[config.mk]
export PLATFORM = sky130hd
export DESIGN_NAME = dispatch1_8
export DESIGN_NICKNAME = d
export VERILOG_FILES = /design/src/rtl/dispatch1_8.sv
export SDC_FILE = /design/constraint.sdc
export NUM_CORES = 1
export LEC_CHECK = 0
export ABC_AREA = 0
export BUFFER_PORTS_ARGS = -buffer_cell sky130_fd_sc_hd__clkbuf_2
export CORE_MARGIN = 2
export CORE_UTILIZATION = 50
export DETAILED_ROUTE_END_ITERATION = 10
export GPL_ROUTABILITY_DRIVEN = 0
export PLACE_DENSITY = 0.78
export SYNTH_ARGS = -nofsm -noshare
export SYNTH_HDL_FRONTEND = slang
export SYNTH_SLANG_ARGS = --single-unit
export TNS_END_PERCENT = 1
[constraint.sdc]
create_clock -name ACLK -period 3.9 [get_ports ACLK]
set_clock_uncertainty 0.15 [all_clocks]
set_input_delay 0.195 -clock ACLK [delete_from_list [all_inputs] [get_ports ACLK]]
set_output_delay 0.195 -clock ACLK [all_outputs]
set_load 0.03 [all_outputs]
[src/rtl/dispatch1_8.sv]
// Two-entry FIFO that routes each stored payload to one of eight consumer channels
// over a shared data bus, delivering strictly in push order.
module dispatch1_8 #(
   parameter int DATA_W = 32
) (
   input  logic              ACLK,
   input  logic              ARESETn,
   input  logic [DATA_W-1:0] in_data,
   input  logic [2:0]        in_sel,
   input  logic              in_valid,
   output logic              in_ready,
   output logic [DATA_W-1:0] out_data,
   output logic [7:0]        out_valid,
   input  logic [7:0]        out_ready,
   output logic [1:0]        occupancy
);

   logic [DATA_W-1:0] data_q [2];
   logic [2:0]        sel_q  [2];
   logic              wrPtr_q, wrPtr_d;
   logic              rdPtr_q, rdPtr_d;
   logic [1:0]        occ_q, occ_d;
   logic              live_q;
   logic              push, pop;
   logic [2:0]        headSel;

   // live_q holds in_ready low through reset and releases it on the first edge after.
   always_ff @(posedge ACLK or negedge ARESETn) begin
      if (!ARESETn) begin
         live_q  <= 1'b0;
         wrPtr_q <= 1'b0;
         rdPtr_q <= 1'b0;
         occ_q   <= 2'd0;
      end else begin
         live_q  <= 1'b1;
         wrPtr_q <= wrPtr_d;
         rdPtr_q <= rdPtr_d;
         occ_q   <= occ_d;
      end
   end

   always_ff @(posedge ACLK) begin
      if (push) begin
         data_q[wrPtr_q] <= in_data;
         sel_q[wrPtr_q]  <= in_sel;
      end
   end

   always_comb begin
      headSel = sel_q[rdPtr_q];
      push    = in_valid && in_ready;
      pop     = (occ_q != 2'd0) && out_ready[headSel];
      wrPtr_d = push ? ~wrPtr_q : wrPtr_q;
      rdPtr_d = pop ? ~rdPtr_q : rdPtr_q;
      occ_d   = occ_q;
      if (push && !pop) begin
         occ_d = occ_q + 2'd1;
      end else if (pop && !push) begin
         occ_d = occ_q - 2'd1;
      end
   end

   always_comb begin
      in_ready  = live_q && (occ_q != 2'd2);
      occupancy = occ_q;
      out_valid = 8'h00;
      out_data  = '0;
      if (occ_q != 2'd0) begin
         out_valid = 8'h01 << headSel;
         out_data  = data_q[rdPtr_q];
      end
   end

endmodule

==> metrics <==
worst reg2reg path startpoint rdPtr_q; unrepaired setup endpoints after global routing false; Setup CP Type reg -> out; fin nets around 360; Final Critical Period ~2.7 ns; Fill cells approximately 420; max incr delay on CP 0.70 ns; reg2reg setup slack about 1.3 ns; number of clock sinks 75; row count 28; Distinct cells, synth 20; hold slack approximately 0.064 ns; initial drt markers 80; initial core utilization 51.0%; Worst Path Required ~3.6 ns; Synth Area per Inst about 16 sq um; Critical Path AT between 2 and 2.5 ns; Setup TNS 0 ns; IO Count 89; Tcrit/Tclk final approximately 69%; CP max-delay cell dfrtp_2; cts bufs inserted 9; Die Area around 6600 sq um; setup ws final about 1.2 ns; Sw Ratio 41.0%; final wirelength about 5500 um; area leader, netlist edfxtp_1; Synth Warn # 0; Die W roughly 81 um; Clock Pin Slew Worst Setup and Hold Paths ~0.070 ns; NetSw between 1 and 1.5 mW; clk root buf clkbuf_8; status finished, final reports clean; combinational share of power 43.6%; PortBufs between 80 and 90; max-cap violation count 0; sequential power share roughly 38%; Max Fclk around 370 MHz; number of antenna violations at the first check in global routing 0; P_int around 1.7 mW; capturing point of the worst reg2reg path occupancy[1]; pre-CTS setup slack around 1.3 ns; Core Area 5850 sq um; Worst-Margin Slew between 0.9 and 1 ns; top post-synthesis cells by area edfxtp_1 (70%), mux2i_1 (12%), nor2_1 (5.7%); startpoint type of the worst setup path register; vias in the first global route approximately 1.9k; routed len/inst 14.0 um; GRT Total Usage 18.2%; number of diodes 0; crit path to out_valid[4]; Yosys top cell area share 70.4%; power share of the clock group about 18%; total gr overflow 0; die height between 80 and 90 um; H-Tree Depth 3; hpwl dp roughly 3400 um; sequential element share of the synthesized area 74.6%; Routed Antenna Nets 0; Layout Utilization between 60 and 70%; #FFs+latches synth 75; relative slew slack 33.3%; power density over the cells a little over 700 nW/um^2; CP Depth 5; delay-heaviest family, CP flip-flops; Slew Viols, Final 0; crit path cell chain buf_4 -> mux2_2 -> o21ai_1 -> nor2_1 -> clkbuf_2; number of buffers on the longest clock path 2; VDD IR-drop max 0.372 mV; Worst Path Max Fanout 21; worst reg2reg path depth 8; CP Buf/Inv Count 2; Synthesized Nets 234; Setup crit start rdPtr_q; # DRC 0; drt pass-1 iters 4; HP Class in -> async; global-route wire length before repair 8520 um; leak pwr ~1.7 nW; Vias between 1.5k and 2k; CTS tree built; CP Capture Type primary output; Post-Syn Area 2990 sq um; pin count of the biggest net entering global routing 36; Final Setup Violations 0; layout cells sized above 1 approximately a third; Area growth, synth to finish 35.5%; Via density about 4.8; Syn Inst Count approximately 190; endpoints failing hold 0; Skew-Pair Late Insertion Delay approximately 0.33 ns
## cell usage after synthesis
library cell and count:
edfxtp_1 70, nor2_1 45, mux2i_1 35, dfrtp_1 5, nand2_1 5, buf_2 4, clkbuf_1 4, xnor2_1 3
mux2_2 2, mux4_2 2, o21ai_1 2, xor2_1 2, a21boi_1 1, a22oi_2 1, and3_1 1, conb_1 1
ha_1 1, inv_1 1, inv_2 1, mux2_4 1
## timing repair
item,4_1_cts,5_1_grt
hold buffers,36,0
endpoints found under the hold margin,75,0
setup buffers,0,0
gates resized for setup,0,0
## placed cells by master, fill, tap and decap left out, drive strengths merged, types with 2 or more instances in the layout
| cell | instances |
|---|---|
| buf | 2 |
| clkbuf | 99 |
| clkinv | 3 |
| dfrtp | 5 |
| dlygate4sd3 | 36 |
| edfxtp | 70 |
| inv | 2 |
| mux2 | 3 |
| mux2i | 35 |
| mux4 | 2 |
| nand2 | 5 |
| nor2 | 45 |
| o21ai | 2 |
| xnor2 | 3 |
| xor2 | 2 |
## worst min-delay path by stage
stage	slack, ns	endpoint	cells past startpoint	from
floorplan	-0.25	live_q	0	ARESETn
global placement	-0.13	live_q	1	ARESETn
detailed placement	-0.13	occupancy[1]	1	ARESETn
CTS	0.05	wrPtr_q	3	in_valid
global route	0.07	occupancy[1]	2	ARESETn
finish	0.06	rdPtr_q	2	ARESETn
## power groups by stage
stage | clock network (mW) | registers, mW | logic [mW]
after floorplan | 0 | 1.08 | 0.955
after global placement | 0 | 1.12 | 1.24
after detailed placement | 0 | 1.13 | 1.25
after CTS | 0.546 | 1.11 | 1.29
after global routing | 0.583 | 1.12 | 1.37
final | 0.537 | 1.11 | 1.27
## stage by stage
stage,total power [mW],cells,instance area (sq um)
floorplan,2.04,187,2990
global placement,2.37,344,3510
detailed placement,2.38,344,3510
CTS,2.94,395,4050
global route,3.08,395,4050
finish,2.92,395,4050
## cell families after synthesis
logic type,Yosys count,synth area share [%]
compound gates,4,1.01
xor+xnor,5,1.47
fa+ha+maj,1,0.419
buf+inv,10,1.42
flops,75,74.6
mux,40,14.5
other cells,1,0.126
simple gates,51,6.49
## state kept, by name, indices dropped and copies added, names as in the netlist
signal and flops:
sel_q 6, wrPtr_q 1, live_q 1, data_q 64
rdPtr_q 1, occupancy 2
## metal layers
layer / global-route usage [%] / wire (um) / up-vias
li1: - / - / 943
met1: 20.6 / 2210 / 894
met2: 32.5 / 2980 / 59
met3: 5.22 / 286 / 6
met4: 7.12 / 64 / 0
met5: 0 / 0 / -
## cell type report
class | count | area (sq um) | share of cell area, %
clock buffer | 11 | 131 | 3.25
clock inverter | 4 | 42.5 | 1.05
inverter | 2 | 7.51 | 0.185
multi-input combinational | 102 | 728 | 18.0
sequential | 75 | 2230 | 55.1
tap | 75 | 93.8 | 2.32
timing repair buffer | 126 | 816 | 20.2
No activity file was read; power rests on OpenSTA's default activity.
